## src/rtl/clint_ctrl_pkg.sv

```systemverilog
// Shared definitions for the machine-mode trap sequencer: CSR addresses,
// SYSTEM instruction encodings, trap cause codes and sequencer states.
package clint_ctrl_pkg;

  // CSR addresses touched (or referenced) by the trap sequencer
  localparam logic [11:0] CSR_MSTATUS  = 12'h300;
  localparam logic [11:0] CSR_MIE      = 12'h304;
  localparam logic [11:0] CSR_MTVEC    = 12'h305;
  localparam logic [11:0] CSR_MSCRATCH = 12'h340;
  localparam logic [11:0] CSR_MEPC     = 12'h341;
  localparam logic [11:0] CSR_MCAUSE   = 12'h342;

  // SYSTEM opcode encodings recognised in decode
  localparam logic [31:0] INST_ECALL  = 32'h0000_0073;
  localparam logic [31:0] INST_EBREAK = 32'h0010_0073;
  localparam logic [31:0] INST_MRET   = 32'h3020_0073;

  // Synchronous exception cause codes
  localparam logic [63:0] CAUSE_ECALL_M   = 64'd11;
  localparam logic [63:0] CAUSE_BREAKPNT  = 64'd3;

  // mstatus bit positions
  localparam int MSTATUS_MIE  = 3;
  localparam int MSTATUS_MPIE = 7;

  typedef enum logic [2:0] {
    S_IDLE,
    S_MEPC,
    S_MSTATUS,
    S_MCAUSE,
    S_MRET
  } state_t;

  typedef enum logic [1:0] {
    EV_NONE,
    EV_SYNC,
    EV_ASYNC,
    EV_MRET
  } event_t;

  // Trap entry: stash MIE into MPIE and disable interrupts.
  function automatic logic [63:0] trap_mstatus(input logic [63:0] m);
    logic [63:0] r;
    r               = m;
    r[MSTATUS_MPIE] = m[MSTATUS_MIE];
    r[MSTATUS_MIE]  = 1'b0;
    return r;
  endfunction

  // Trap return: restore MIE from MPIE and leave MPIE set.
  function automatic logic [63:0] mret_mstatus(input logic [63:0] m);
    logic [63:0] r;
    r               = m;
    r[MSTATUS_MIE]  = m[MSTATUS_MPIE];
    r[MSTATUS_MPIE] = 1'b1;
    return r;
  endfunction

endpackage

```

## src/rtl/clint_ctrl.sv

```systemverilog
// Core-local trap sequencer: detects ECALL/EBREAK/MRET and level interrupts,
// stalls the pipeline, writes mepc/mstatus/mcause, then redirects fetch.
module clint_ctrl
  import clint_ctrl_pkg::*;
#(
  parameter int          INT_W       = 8,
  parameter logic [63:0] ASYNC_CAUSE = 64'h8000_0000_0000_0007
) (
  input  logic             clk,
  input  logic             rst,
  input  logic [INT_W-1:0] int_flag_i,
  input  logic [31:0]      inst_i,
  input  logic [63:0]      inst_addr_i,
  input  logic             jump_flag_i,
  input  logic [63:0]      jump_addr_i,
  input  logic             hold_flag_i,
  input  logic [63:0]      csr_mtvec_i,
  input  logic [63:0]      csr_mepc_i,
  input  logic [63:0]      csr_mstatus_i,
  input  logic             global_int_en_i,
  output logic             we_o,
  output logic [63:0]      waddr_o,
  output logic [63:0]      raddr_o,
  output logic [63:0]      data_o,
  output logic             hold_flag_o,
  output logic             int_assert_o,
  output logic [63:0]      int_addr_o
);

  state_t      state;
  event_t      ev;
  logic [63:0] cause;
  logic [63:0] epc;
  logic [11:0] csr_addr;

  // Event detection only matters in S_IDLE; anything arriving while the
  // sequencer is busy is dropped rather than queued.
  // NOTE: every combinational output gets a default first so no latch is inferred.
  always_comb begin
    ev = EV_NONE;
    if (state == S_IDLE) begin
      if (inst_i == INST_ECALL || inst_i == INST_EBREAK) begin
        ev = EV_SYNC;
      end else if ((|int_flag_i) && global_int_en_i && !hold_flag_i) begin
        ev = EV_ASYNC;
      end else if (inst_i == INST_MRET) begin
        ev = EV_MRET;
      end
    end
  end

  assign hold_flag_o = (state != S_IDLE) || (ev != EV_NONE);

  // CSR write port is a pure decode of the current state.
  always_comb begin
    we_o     = 1'b0;
    csr_addr = '0;
    data_o   = '0;
    unique case (state)
      S_MEPC: begin
        we_o     = 1'b1;
        csr_addr = CSR_MEPC;
        data_o   = epc;
      end
      S_MSTATUS: begin
        we_o     = 1'b1;
        csr_addr = CSR_MSTATUS;
        data_o   = trap_mstatus(csr_mstatus_i);
      end
      S_MCAUSE: begin
        we_o     = 1'b1;
        csr_addr = CSR_MCAUSE;
        data_o   = cause;
      end
      S_MRET: begin
        we_o     = 1'b1;
        csr_addr = CSR_MSTATUS;
        data_o   = mret_mstatus(csr_mstatus_i);
      end
      default: ;
    endcase
  end

  assign waddr_o = {52'd0, csr_addr};
  assign raddr_o = '0;

  // NOTE: sequential state uses non-blocking assignments so every register
  // samples pre-edge values regardless of statement order.
  always_ff @(posedge clk) begin
    if (!rst) begin
      state        <= S_IDLE;
      cause        <= '0;
      epc          <= '0;
      int_assert_o <= 1'b0;
      int_addr_o   <= '0;
    end else begin
      int_assert_o <= 1'b0;
      int_addr_o   <= '0;
      unique case (state)
        S_IDLE: begin
          unique case (ev)
            EV_SYNC: begin
              cause <= (inst_i == INST_ECALL) ? CAUSE_ECALL_M : CAUSE_BREAKPNT;
              epc   <= inst_addr_i;
              state <= S_MEPC;
            end
            EV_ASYNC: begin
              // An interrupt taken under a redirect must resume at the target.
              cause <= ASYNC_CAUSE;
              epc   <= jump_flag_i ? jump_addr_i : inst_addr_i;
              state <= S_MEPC;
            end
            EV_MRET: state <= S_MRET;
            default: ;
          endcase
        end
        S_MEPC:    state <= S_MSTATUS;
        S_MSTATUS: state <= S_MCAUSE;
        S_MCAUSE: begin
          state        <= S_IDLE;
          int_assert_o <= 1'b1;
          int_addr_o   <= csr_mtvec_i;
        end
        S_MRET: begin
          state        <= S_IDLE;
          int_assert_o <= 1'b1;
          int_addr_o   <= csr_mepc_i;
        end
        default: state <= S_IDLE;
      endcase
    end
  end

endmodule

```

## config.mk

```make
export PLATFORM = sky130hd
export DESIGN_NAME = clint_ctrl
export DESIGN_NICKNAME = d
export VERILOG_FILES = /design/src/rtl/clint_ctrl_pkg.sv /design/src/rtl/clint_ctrl.sv
export SDC_FILE = /design/constraint.sdc
export NUM_CORES = 1
export LEC_CHECK = 0
export CAP_MARGIN = 5
export CORE_AREA = 3 3 244 246
export DETAILED_ROUTE_END_ITERATION = 7
export DIE_AREA = 0 0 247 249
export GPL_TIMING_DRIVEN = 0
export PLACE_DENSITY_LB_ADDON = 0.3
export SLEW_MARGIN = 40
export SYNTH_ARGS = -nofsm -noshare
export SYNTH_HDL_FRONTEND = slang
export SYNTH_SLANG_ARGS = --single-unit
```

## constraint.sdc

```tcl
create_clock -name clk -period 5.1 [get_ports clk]
set_input_delay 0.51 -clock clk [delete_from_list [all_inputs] [get_ports clk]]
set_output_delay 0.51 -clock clk [all_outputs]
set_load 0.03 [all_outputs]
```

Word-level counts from Yosys, hierarchy flattened
Cells that the tools add are included.

operators by class
  mux-type cells = 15
  equality and inequality tests = 11
  reductions and logical operators = 15

operator list
  kind                                                                     count
  64-bit case mux with 2 select lines                                      3
  64-bit case mux with 4 select lines                                      1
  64-bit two-way mux                                                       1
  32-bit by 21-bit == test with 1-bit output, second input constant        1
  32-bit by 30-bit == test with 1-bit output, second input constant        1
  32-bit by 7-bit == test with 1-bit output, second input constant         1
  10-bit case mux with 3 select lines                                      1
  3-bit case mux with 3 select lines                                       1
  2-bit two-way mux                                                        4
  8-bit OR reduction                                                       1
  3-bit by 2-bit == test with 1-bit output, second input constant          2
  3-bit case mux with 2 select lines                                       1
  2-bit OR reduction                                                       3
  2-bit == test, second input constant                                     2
  4-bit two-way mux                                                        1
  2-bit nonzero test                                                       2
  4-bit OR reduction                                                       1
  3-bit by 1-bit == test with 1-bit output, second input constant          1
  3-bit == test, second input constant                                     1
  3-bit logical NOT                                                        1
  3-bit by 2-bit inequality test with 1-bit output, second input constant  1
  3-bit nonzero test                                                       1
  2-bit by 1-bit == test with 1-bit output, second input constant          1
  1-bit logical AND                                                        2
  other kinds (4)                                                          6

word-level totals
  logic and storage cells = 46
  bits in registers = 196
  input port bits = 365
  output and inout port bits = 259

Depth between registers and ports, before layout
Gate-level depths: netlist of the first run.

  depth after elaboration = 10
  gate-level depth with buffers = 10
  mapped depth without buffers = 9

Worst setup path after synthesis of the first run
Ideal clock, no wire load.

  path type = input to register
  start point = in inst_i[25]
  end point = reg epc[40]
  arrival time = 3298 ps
  stages on the path = 10
  setup time = 116 ps
  required time = 4984 ps
  buffers on the path = 2
  setup slack = 1686 ps
  cell sequence = or4_1 or4_1 or3_4 o211a_1 ha_1 nor4_2 clkbuf_1 buf_2 nand3_1 o211a_1

between the ends
  word-level cells in the longest chain between the ends = 8
  elaborated cells on any way between the ends = 13
  those cells by class = eq/ne (5); mux (5); reduce/logical (3)

ends and longest elaborated chain
  what                                                                       RTL line           RTL
  start, declared                                                            clint_ctrl.sv:12   input logic [31:0] inst_i,
  32-bit by 30-bit == test with 1-bit output                                 clint_ctrl.sv:46   end else if (inst_i == INST_MRET) begin
  2-bit two-way mux                                                          clint_ctrl.sv:46
  2-bit two-way mux                                                          clint_ctrl.sv:44   end else if ((|int_flag_i) && global_int_en_i && !hold_flag_i) begin
  2-bit two-way mux (*)                                                      clint_ctrl.sv:42   if (inst_i == INST_ECALL || inst_i == INST_EBREAK) begin
  2-bit two-way mux (*)                                                      clint_ctrl.sv:41   if (state == S_IDLE) begin
  2-bit == test or 2-bit by 1-bit == test with 1-bit output (tied branches)  clint_ctrl.sv:101  unique case (ev)
  2-bit nonzero test (no line)                                               --
  2-bit AND reduction (no line)                                              --
  end signal, assigned                                                       clint_ctrl.sv:104  epc <= inst_addr_i;
  end signal, assigned                                                       clint_ctrl.sv:110  epc <= jump_flag_i ? jump_addr_i : inst_addr_i;
  end, declared                                                              clint_ctrl.sv:33   logic [63:0] epc;

Mark *: on every way between the ends. The rest lies on a longest branch, timed or not.
A chain may end at the register's enable or synchronous reset.

Worst setup path in the final report of the first run
  start point = in inst_i[24]
  end point = reg epc[1]

Same word-level chain as after synthesis.

==> metrics.yaml, run 1 <==
yosys:
  syn_avg_cell_area_um2: 8.528
  syn_inst: 864
  syn_area_um2: 7368
  ys_seq_area_frac: 0.3668
  ys_types: 36
  ys_ff_latch: 135
  yosysWarnings: 0
final_layout:
  fin_area_um2: 14350
  synthToLayoutAreaGrowth_pct: 94.68
  drive_gt1_frac: 0.1154
  nets: 1874
  postLayoutCoreUtil: 0.2491
  layout_common_cells: "499 x clkdlybuf4s50_1, 135 x dfxtp_1, 130 x nand3_1, 126 x buf_4, 123 x conb_1"
  mostFrequentLayoutCell: "clkdlybuf4s50_1"
global_routing:
  grt_max_degree: 17
  grt_first_pass_wirelength_um: 58040
  grt_usage: 0.1309
  grt_overflow: 0
  grt_pass1_vias: 8826
  antenna_found_initial: 6
placement:
  gp_congestion: 0.8182
  port_buffers: 499
  hpwl_um: 34460
  post_dp_cell_area_um2: 13820
cts:
  clk_path_buf_depth: 2
  postCtsSetupBuffers: 0
  clock-root-buffer: "clkbuf_16"
  cts_tree: "built"
  clk_latency_ns: 0.47
  clock_sinks: 135
  clk_pin_slew_ns: 0.06
  cts_buffers: 17
  cts_hold_buf: 0
  ctsResizeCount: 0
  htreeDepth: 4
power:
  ir_drop_uv: 245.4
  power.density_nw_per_um2: 230.4
  p_leak_uw: 0.006160
  finalPower_uw: 3305
sta:
  setup-tns-final_ns: 0
  fin_crit_ns: 4.173
  rsz0062_at_grt: "false"
  slew_headroom: 0.4951
  tightest_slew_ns: 0.7574
  fin_worst_skew_ns: 0.01292
  clock.fmax_mhz: 239.6
  finalHoldViolCount: 0
  setup_viol: 0
  fin_hold_ws_ns: 0.4725
  final_max_slew_viol_count: 0
  post-route-period-util: 0.8183
floorplan:
  die_w_um: 247
  die_height_um: 249
  rows: 88
  pin_count: 624
  start_util: 0.1280
  core-area_um2: 57590
  die_area_um2: 61500
setup_path:
  worst-r2r-setup-slack_ns: 1.54
  worstReg2RegEnd: "epc[1]"
  endpoint: "epc[1]"
  critPathMaxFanout: 10
  start_kind: "primary input"
  cp_slowest_stage_delay_ns: 0.54
  crit_chain: "clkdlybuf4s50_1, or4_1, or4_1, or3_4, o211a_1, ha_1, nor4_4, buf_4, clkbuf_1, nand3_1, o211a_1"
  worstPathArrival_ns: 4.54
  crit-reg2reg-launch: "state[1]"
  worst_path_max_delay_cell: "or4_1"
  r2r_cells: 10
  timing.critical_path.to_type: "register"
  startpoint: "inst_i[24]"
  worstSetupPathType: "in -> reg"
  critical_path_required_ns: 5.46
route:
  wl_per_cell_um: 18.36
  wl_um: 41920
  dr.pass1.iters: 4
  route.vias.total: 8491
  initialDrtViolationCount: 258
  final_antenna_net_count: 0
  drc_errors: 0
  via_per_inst: 3.719
run:
  cap_violations: 0
min_path:
  min_path_type: "reg -> reg"
outcome:
  status: "completed"
[flip-flops by register name (all words and copies together) (netlist names)]
| register | cells |
|---|---|
| int_assert_o | 1 |
| state | 3 |
| cause | 3 |
| epc | 64 |
| int_addr_o | 64 |
[power breakdown]
group          total [uW]  switching [uW]  internal, uW
Clock                1160             516           647
Sequential           1150            38.6          1110
Combinational         994             503           491
[per-stage QoR]
stage | setup WS (ns) | instances
after floorplan | 1.686 | 986
after global placement | -0.8483 | 2250
after detailed placement | 0.2517 | 2252
after CTS | 0.7719 | 2281
after global routing | 0.6307 | 2283
final | 0.9266 | 2283
[worst max-delay path, delay by kind of cell]
family	cells	cell delay, ns
AO/OA/AOI/OAI	2	0.39
adder cells (fa/ha/maj)	1	0.35
AND/OR/NAND/NOR	5	2.04
buffers and inverters	3	1.23
[routing by layer]
| metal | track usage | part of all wire |
|---|---|---|
| met1 | 0.1390 | 0.39 |
| met2 | 0.2364 | 0.50 |
| met3 | 0.04952 | 0.088 |
| met4 | 0.04260 | 0.020 |
| met5 | 0 | 0.00098 |
[how the worst min path moves through the flow]
| stage | from | endpoint | slack, ns | cells past startpoint |
|---|---|---|---|---|
| CTS | cause[3] | cause[3] | 0.48 | 2 |
| detailed placement | cause[3] | cause[3] | 0.47 | 2 |
| floorplan | cause[1] | cause[1] | 0.44 | 1 |
| global route | cause[3] | cause[3] | 0.50 | 2 |
| finish | cause[3] | cause[3] | 0.47 | 2 |
| global placement | cause[1] | cause[1] | 0.45 | 1 |
[cell usage after synthesis]
cell type	n	area, um^2
a21oi_1	1	5.000
o21a_1	2	15.01
buf_4	124	930.9
nand2_1	77	289.0
conb_1	1	3.750
nand4_1	1	6.260
or3_4	1	11.26
buf_2	10	50.05
o211a_1	66	660.6
nor4_1	5	31.28
dfxtp_1	135	2703
o21ai_1	1	5.000
a22oi_1	69	518.0
o211ai_1	1	7.510
inv_1	6	22.52
mux2i_1	2	20.02
o22ai_1	1	6.260
buf_1	10	37.54
ha_1	3	37.54
nor4bb_1	2	20.02
nor2b_1	67	419.2
nor2_1	6	22.52
nor3_1	3	15.01
xnor2_1	1	8.760
nor4b_1	2	17.52
o21bai_1	1	7.510
nand3_1	130	650.6
nor4_2	1	12.51
and2_1	1	6.260
o21ai_0	11	55.05
and3_1	2	12.51
a22o_1	58	508.0
nand2b_1	1	6.260
or4_1	2	15.01
clkbuf_1	59	221.5
or4b_1	1	10.01
[kinds of logic (layout without fill, tap and decap cells)]
family | after synthesis | in the layout | share of synthesized area
XOR/XNOR | 1 | 1 | 0.001189
flip-flops | 135 | 135 | 0.3668
AO/OA/AOI/OAI | 211 | 211 | 0.2427
other | 1 | 125 | 0.0005089
adder cells (fa/ha/maj) | 3 | 3 | 0.005095
multiplexers | 2 | 2 | 0.002717
AND/OR/NAND/NOR | 302 | 302 | 0.2097
buffers and inverters | 209 | 739 | 0.1713
[final cells by class]
| type | instances | area (um^2) |
|---|---|---|
| clock buffers | 21 | 470.5 |
| flip-flops and latches | 135 | 2703 |
| well taps | 765 | 957.2 |
| repair buffers | 501 | 5010 |
| plain buffers | 203 | 1249 |
| inverters | 6 | 22.52 |
| fillers | 6250 | 43240 |
| diodes | 2 | 5.005 |
| clock inverters | 8 | 51.30 |
| multi-input cells | 642 | 3877 |
(Power assumes the default switching activity.)
==> inputs of run 2 (changes only) <==
--- a/config.mk
+++ b/config.mk
@@ -6,9 +6,9 @@
 export NUM_CORES = 1
 export LEC_CHECK = 0
 export CAP_MARGIN = 5
-export CORE_AREA = 3 3 244 246
+export CORE_AREA = 3 3 242 244
 export DETAILED_ROUTE_END_ITERATION = 7
-export DIE_AREA = 0 0 247 249
+export DIE_AREA = 0 0 245 247
 export GPL_TIMING_DRIVEN = 0
 export PLACE_DENSITY_LB_ADDON = 0.3
 export SLEW_MARGIN = 40
==> constraint.sdc (replaced) <==
create_clock -name clk -period 3.8 [get_ports clk]
set_input_delay 0.38 -clock clk [delete_from_list [all_inputs] [get_ports clk]]
set_output_delay 0.38 -clock clk [all_outputs]
set_load 0.03 [all_outputs]
==> run 2 against run 1 <==
  * Sequential cell count unchanged
  * Routed wire length increased by 0.43%
  * Combinational power increased by 35%
  * Die area decreased by 1.6%
  * Hold slack got worse by 0.0018 ns
==> metrics.yaml, run 2 (same netlist as run 1, synthesis figures left out) <==
sta:
  worst_slack_ns: 0.1511  # was 0.9266 ns
  clock.fmax_mhz: 274.1
  fin_crit_ns: 3.649
  rsz0062_at_grt: "false"  # unchanged
  setup_viol: 0  # unchanged
  tightest_slew_ns: 0.7234  # was 0.7574 ns
  finalHoldViolCount: 0  # unchanged
  fin_hold_ws_ns: 0.4708  # was 0.4725 ns
  final_max_slew_viol_count: 0  # unchanged
  fin_worst_skew_ns: 0.01085  # was 0.01292 ns
  slew_headroom: 0.5177  # was 0.4951
  post-route-period-util: 0.9602
route:
  route.vias.total: 8417  # was 8491
  initialDrtViolationCount: 247  # was 258
  dr.pass1.iters: 4  # unchanged
  drc_errors: 0  # unchanged
  final_antenna_net_count: 0  # unchanged
  wl_per_cell_um: 18.49  # was 18.36 um
  via_per_inst: 3.697  # was 3.719
  wl_um: 42090  # was 41920 um
setup_path:
  critPathMaxFanout: 10  # unchanged
  critical_path_required_ns: 4.16  # was 5.46 ns
  cp.depth: 13  # was 11
  cp_slowest_stage_delay_ns: 0.55  # was 0.54 ns
  start_kind: "primary input"  # unchanged
  worstSetupPathType: "in -> reg"  # unchanged
  startpoint: "inst_i[25]"  # was inst_i[24]
  crit_buf_inv: 5  # was 3
  r2r_cells: 12  # was 10
  worstPathArrival_ns: 4.01  # was 4.54 ns
  endpoint: "epc[41]"  # was epc[1]
  worst-r2r-setup-slack_ns: 0.56  # was 1.54 ns
  worst_path_max_delay_cell: "or4_1"  # unchanged
  crit-reg2reg-launch: "state[1]"  # unchanged
  timing.critical_path.to_type: "register"  # unchanged
  crit_chain: "clkdlybuf4s50_1, or4_1, or4_1, or3_4, o211a_1, ha_1, nor4_4, buf_4, buf_4, clkbuf_8, clkbuf_4, nand3_1, o211a_1"  # was clkdlybuf4s50_1, or4_1, or4_1, or3_4, o211a_1, ha_1, nor4_4, buf_4, clkbuf_1, nand3_1, o211a_1
  cp_top_family: "simple AND/OR/NAND/NOR gates"  # unchanged
  worstReg2RegEnd: "epc[41]"  # was epc[1]
power:
  finalPower_uw: 4753  # was 3305 uW
  ir_drop_uv: 351.4  # was 245.4 uV
  p_leak_uw: 0.006275  # was 0.006160 uW
  power.density_nw_per_um2: 327.8  # was 230.4 nW/um^2
floorplan:
  rows: 87  # was 88
  die_w_um: 245  # was 247 um
  die_height_um: 247  # was 249 um
  pin_count: 624  # unchanged
  start_util: 0.1304  # was 0.1280
  core-area_um2: 56500  # was 57590 um^2
  die_area_um2: 60520  # was 61500 um^2
cts:
  clock-root-buffer: "clkbuf_16"  # unchanged
  clock_sinks: 135  # unchanged
  clk_latency_ns: 0.47  # about the same
  cts_buffers: 17  # unchanged
  clk_path_buf_depth: 2  # unchanged
  htreeDepth: 4  # unchanged
  cts_tree: "built"  # unchanged
  clk_pin_slew_ns: 0.07  # was 0.06 ns
final_layout:
  synthToLayoutAreaGrowth_pct: 96.76  # was 94.68%
  largestRegisters: "epc x64, int_addr_o x64"  # unchanged
  nets: 1874  # unchanged
  layout_common_cells: "498 x clkdlybuf4s50_1, 135 x dfxtp_1, 129 x nand3_1, 126 x buf_4, 123 x conb_1"  # was 499 x clkdlybuf4s50_1, 135 x dfxtp_1, 130 x nand3_1, 126 x buf_4, 123 x conb_1
  mostFrequentLayoutCell: "clkdlybuf4s50_1"  # unchanged
  drive_gt1_frac: 0.1271  # was 0.1154
  finalNonFillerCells: 2277  # was 2283
placement:
  port_buffers: 499  # unchanged
  pre_cts_ws_ns: -0.9452  # was 0.2517 ns
  hpwl_um: 34620  # was 34460 um
  placed_cells: 2243  # was 2252
  gp_congestion: 0.7990  # was 0.8182
global_routing:
  grt_first_pass_wirelength_um: 57820  # was 58040 um
  grt_pass1_vias: 8594  # was 8826
  grt_overflow: 0  # unchanged
  grt_max_degree: 17  # unchanged
  grt_usage: 0.1326  # was 0.1309
  antenna_found_initial: 7  # was 6
min_path:
  min_path_type: "reg -> reg"  # unchanged
run:
  cap_violations: 0  # unchanged
outcome:
  status: "completed"  # unchanged
[run 2: changes by cell type in the layout (fill, tap and decap cells not counted), sizes merged]
cell           delta
bufinv            +4
buf               -2
clkinv            +2
clkbuf            -1
clkdlybuf4s50     -1
clkinvlp          -1
dlymetal6s2s      +1
inv               +1
[run 2: worst register-to-register path, stage by stage (launching register included)]
cell      delay, ns
dfxtp_1        0.30
buf_2          0.17
clkbuf_1       0.26
nor3_1         0.49
nand3_1        0.21
ha_1           0.37
nor4_4         0.21
buf_4          0.18
buf_4          0.19
clkbuf_8       0.23
clkbuf_4       0.24
nand3_1        0.13
o211a_1        0.14
[run 2: stage by stage]
step	cell area (um^2)	setup TNS (ns)	utilization
global placement	13770	-118.87	0.2437
global route	14500	0	0.2566
CTS	14480	0	0.2562
detailed placement	13800	-42.84	0.2443
floorplan	7826	0	-
finish	14500	0	0.2566
[run 2: layout make-up]
type	count	area, um^2
Buffer	202	1277
Multi-Input combinational cell	642	3890
Clock buffer	18	439.2
Timing Repair Buffer	502	5017
Antenna cell	2	5.005
Inverter	6	22.52
Tap cell	756	945.9
Fill cell	6131	42000
Clock inverter	14	197.7
Sequential cell	135	2703
[run 2: repair_timing]
action                     CTS  global route
gates resized for setup     13            12
gates cloned                 0             0
setup buffers                1             0
pin swaps                    1             0
setup endpoints to repair   92            15
hold buffers                 0             0
[run 2: routing by layer]
layer / vias to the layer above / global-route usage / part of all wire
met5: - / 0 / 0.0012
met4: 8 / 0.04811 / 0.021
met3: 50 / 0.04468 / 0.079
met2: 388 / 0.2412 / 0.51
met1: 3817 / 0.1427 / 0.39
li1: 4154 / - / -
[run 2: where the power goes]
group | switching (uW) | internal [uW]
registers | 50.0 | 1490
clock network | 753 | 1120
logic | 675 | 666
[run 2: worst min path at each step]
stage              from  endpoint  slack (ns)  cells past startpoint
2_1_floorplan  cause[1]  cause[1]        0.44                      1
3_3_place_gp   cause[3]  cause[3]        0.46                      2
3_5_place_dp   cause[3]  cause[3]        0.46                      2
4_1_cts        cause[3]  cause[3]        0.47                      2
5_1_grt        cause[3]  cause[3]        0.49                      2
6_report       cause[3]  cause[3]        0.47                      2
==> inputs of run 3 (changes only) <==
--- a/config.mk
+++ b/config.mk
@@ -6,9 +6,10 @@
 export NUM_CORES = 1
 export LEC_CHECK = 0
 export CAP_MARGIN = 5
-export CORE_AREA = 3 3 242 244
+export CORE_AREA = 2 2 241 243
+export CTS_CLUSTER_DIAMETER = 30
 export DETAILED_ROUTE_END_ITERATION = 7
-export DIE_AREA = 0 0 245 247
+export DIE_AREA = 0 0 243 245
 export GPL_TIMING_DRIVEN = 0
 export PLACE_DENSITY_LB_ADDON = 0.3
 export SLEW_MARGIN = 40
==> run 3 against run 2 <==
  * Via count rose by 0.34%
  * Critical path depth fell by 5
  * Global-route usage up 0.26 points
  * Power about the same
  * Combinational power is essentially flat
  * Count of clock-buffer cells in the layout unchanged
  * Sequential power hardly changed
  * First-iteration DRC count is 4.9% lower
  * Sequential share of layout area about the same
  * Fmax rose by 0.53%
==> metrics.yaml, run 3 (same netlist as run 1, synthesis figures left out) <==
floorplan:
  start_util: 0.1292  # was 0.1304
  die_w_um: 243  # was 245 um
  die_height_um: 245  # was 247 um
  pin_count: 624  # unchanged
  die_area_um2: 59540  # was 60520 um^2
  rows: 88  # was 87
  core-area_um2: 57030  # was 56500 um^2
run:
  cap_violations: 0  # unchanged
setup_path:
  cp_slowest_stage_delay_ns: 0.71  # was 0.55 ns
  crit-reg2reg-launch: "state[0]"  # was state[1]
  r2r_cells: 9  # was 12
  worstPathArrival_ns: 3.25  # was 4.01 ns
  worst_path_max_delay_cell: "clkdlybuf4s50_1"  # was or4_1
  crit_chain: "clkdlybuf4s50_1, or4_1, or4b_1, nor3_1, o211ai_1, ha_1, nand2_1, clkdlybuf4s50_1"  # was clkdlybuf4s50_1, or4_1, or4_1, or3_4, o211a_1, ha_1, nor4_4, buf_4, buf_4, clkbuf_8, clkbuf_4, nand3_1, o211a_1
  worstReg2RegEnd: "epc[21]"  # was epc[41]
  start_kind: "primary input"  # unchanged
  worstSetupPathType: "in -> out"  # was in -> reg
  cpMostUsedCell: "clkdlybuf4s50_1"
  critPathMaxFanout: 2  # was 10
  timing.critical_path.to_type: "primary output"  # was register
  critical_path_required_ns: 3.42  # was 4.16 ns
  worst-r2r-setup-slack_ns: 0.58  # was 0.56 ns
outcome:
  status: "completed"  # unchanged
route:
  route.vias.total: 8446  # was 8417
  final_antenna_net_count: 0  # unchanged
  drc_errors: 0  # unchanged
  initialDrtViolationCount: 235  # was 247
  via_per_inst: 3.698  # was 3.697
  dr.pass1.iters: 4  # unchanged
  wl_um: 41230  # was 42090 um
  wl_per_cell_um: 18.05  # was 18.49 um
min_path:
  holdPathStages: 1  # was 2
  min_path_type: "reg -> reg"  # unchanged
  min_to: "cause[1]"  # was cause[3]
  min_from: "cause[1]"  # was cause[3]
cts:
  clock_sinks: 135  # unchanged
  clk_path_buf_depth: 2  # unchanged
  clk_pin_slew_ns: 0.06  # was 0.07 ns
  cts_buffers: 17  # unchanged
  htreeDepth: 4  # unchanged
  cts_tree: "built"  # unchanged
  clock-root-buffer: "clkbuf_16"  # unchanged
  clk_latency_ns: 0.48  # was 0.47 ns
  cts_hold_buf: 0  # unchanged
placement:
  port_buffers: 499  # unchanged
  gp_congestion: 0.9113  # was 0.7990
  hpwl_um: 33540  # was 34620 um
  placed_cells: 2252  # was 2243
sta:
  fin_worst_skew_ns: 0.008799  # was 0.01085 ns
  rsz0062_at_grt: "false"  # unchanged
  clock.fmax_mhz: 275.5  # was 274.1 MHz
  post-route-period-util: 0.9552  # was 0.9602
  setup-tns-final_ns: 0  # unchanged
  finalHoldViolCount: 0  # unchanged
  fin_crit_ns: 3.630  # was 3.649 ns
  setup_viol: 0  # unchanged
  tightest_slew_ns: 0.7718  # was 0.7234 ns
  final_max_slew_viol_count: 0  # unchanged
  slew_headroom: 0.4854  # was 0.5177
power:
  ir_drop_uv: 344.3  # was 351.4 uV
  p_leak_uw: 0.006256  # was 0.006275 uW
  power.density_nw_per_um2: 327.7  # was 327.8 nW/um^2
global_routing:
  grt_max_degree: 20  # was 17
  grt_overflow: 0  # unchanged
  antenna_found_initial: 3  # was 7
  grt_usage: 0.1352  # was 0.1326
  grt_pass1_vias: 8745  # was 8594
  grt_first_pass_wirelength_um: 58320  # was 57820 um
final_layout:
  fill_cells: 6299  # was 6131
  layout_common_cells: "499 x clkdlybuf4s50_1, 135 x dfxtp_1, 130 x nand3_1, 126 x buf_4, 123 x conb_1"  # was 498 x clkdlybuf4s50_1, 135 x dfxtp_1, 129 x nand3_1, 126 x buf_4, 123 x conb_1
  n_antenna_cell: 0  # was 2
  nets: 1874  # unchanged
  postLayoutCoreUtil: 0.2541  # was 0.2566
  drive_gt1_frac: 0.1244  # was 0.1271
  finalNonFillerCells: 2284  # was 2277
  synthToLayoutAreaGrowth_pct: 96.71  # was 96.76%
  mostFrequentLayoutCell: "clkdlybuf4s50_1"  # unchanged
  largestRegisters: "epc x64, int_addr_o x64"  # unchanged
## run 3: cell count changes in the layout (fill, tap and decap cells not counted), moves of 2 or more
| cell | previous run | this run |
|---|---|---|
| clkbuf_2 | 15 | 11 |
| clkbuf_1 | 41 | 44 |
| buf_2 | 9 | 11 |
| clkbuf_4 | 4 | 2 |
| diode_2 | 2 | 0 |
## run 3: layout make-up
| class | count | area (um^2) | share of cell area |
|---|---|---|---|
| Tap cell | 765 | 957.2 | 0.06604 |
| Clock inverter | 14 | 197.7 | 0.01364 |
| Multi-Input combinational cell | 642 | 3885 | 0.2680 |
| Timing Repair Buffer | 502 | 5021 | 0.3464 |
| Buffer | 202 | 1269 | 0.08753 |
| Clock buffer | 18 | 439.2 | 0.03030 |
| Inverter | 6 | 22.52 | 0.001554 |
| Sequential cell | 135 | 2703 | 0.1865 |
## run 3: what timing repair did
item	4_1_cts	5_1_grt
endpoints found under the hold margin	0	0
gates resized for setup	10	6
endpoints found under the setup margin	81	31
pin swaps	0	1
buffers inserted	0	1
## run 3: power by group
group          switching [uW]  internal (uW)
logic                     673            664
clock network             755           1120
registers                48.9           1490
total                    1480           3270
## run 3: how the worst max path moves through the flow
stage / end / from / cells past startpoint / slack, ns
after floorplan: epc[40] / inst_i[25] / 10 / 0.52
after global placement: epc[63] / inst_i[25] / 10 / -2.01
after detailed placement: epc[1] / inst_i[25] / 11 / -0.97
after CTS: data_o[4] / state[2] / 7 / 0.02
after global routing: data_o[4] / state[2] / 7 / 0.01
final: hold_flag_o / inst_i[25] / 8 / 0.17
## run 3: worst max-delay path: cells and delay by family
family | cells | cell delay (ns)
buf+inv | 2 | 1.10
compound gates | 1 | 0.12
fa+ha+maj | 1 | 0.23
simple gates | 4 | 1.41
## run 3: metrics by stage
| stage | total power (uW) | hold WS (ns) | area, um^2 | setup WS, ns |
|---|---|---|---|---|
| floorplan | 2225 | 0.4404 | 7826 | 0.5157 |
| global placement | 2907 | 0.4678 | 13780 | -2.011 |
| detailed placement | 2915 | 0.4839 | 13820 | -0.9725 |
| CTS | 4871 | 0.4848 | 14480 | 0.02387 |
| global route | 4996 | 0.5187 | 14490 | 0.01198 |
| finish | 4750 | 0.4921 | 14490 | 0.1702 |
## run 3: layer usage
layer / track usage / wire [um]
met5: 0 / 34
met1: 0.1471 / 16320
met4: 0.04078 / 651
met2: 0.2460 / 21100
met3: 0.04680 / 3118
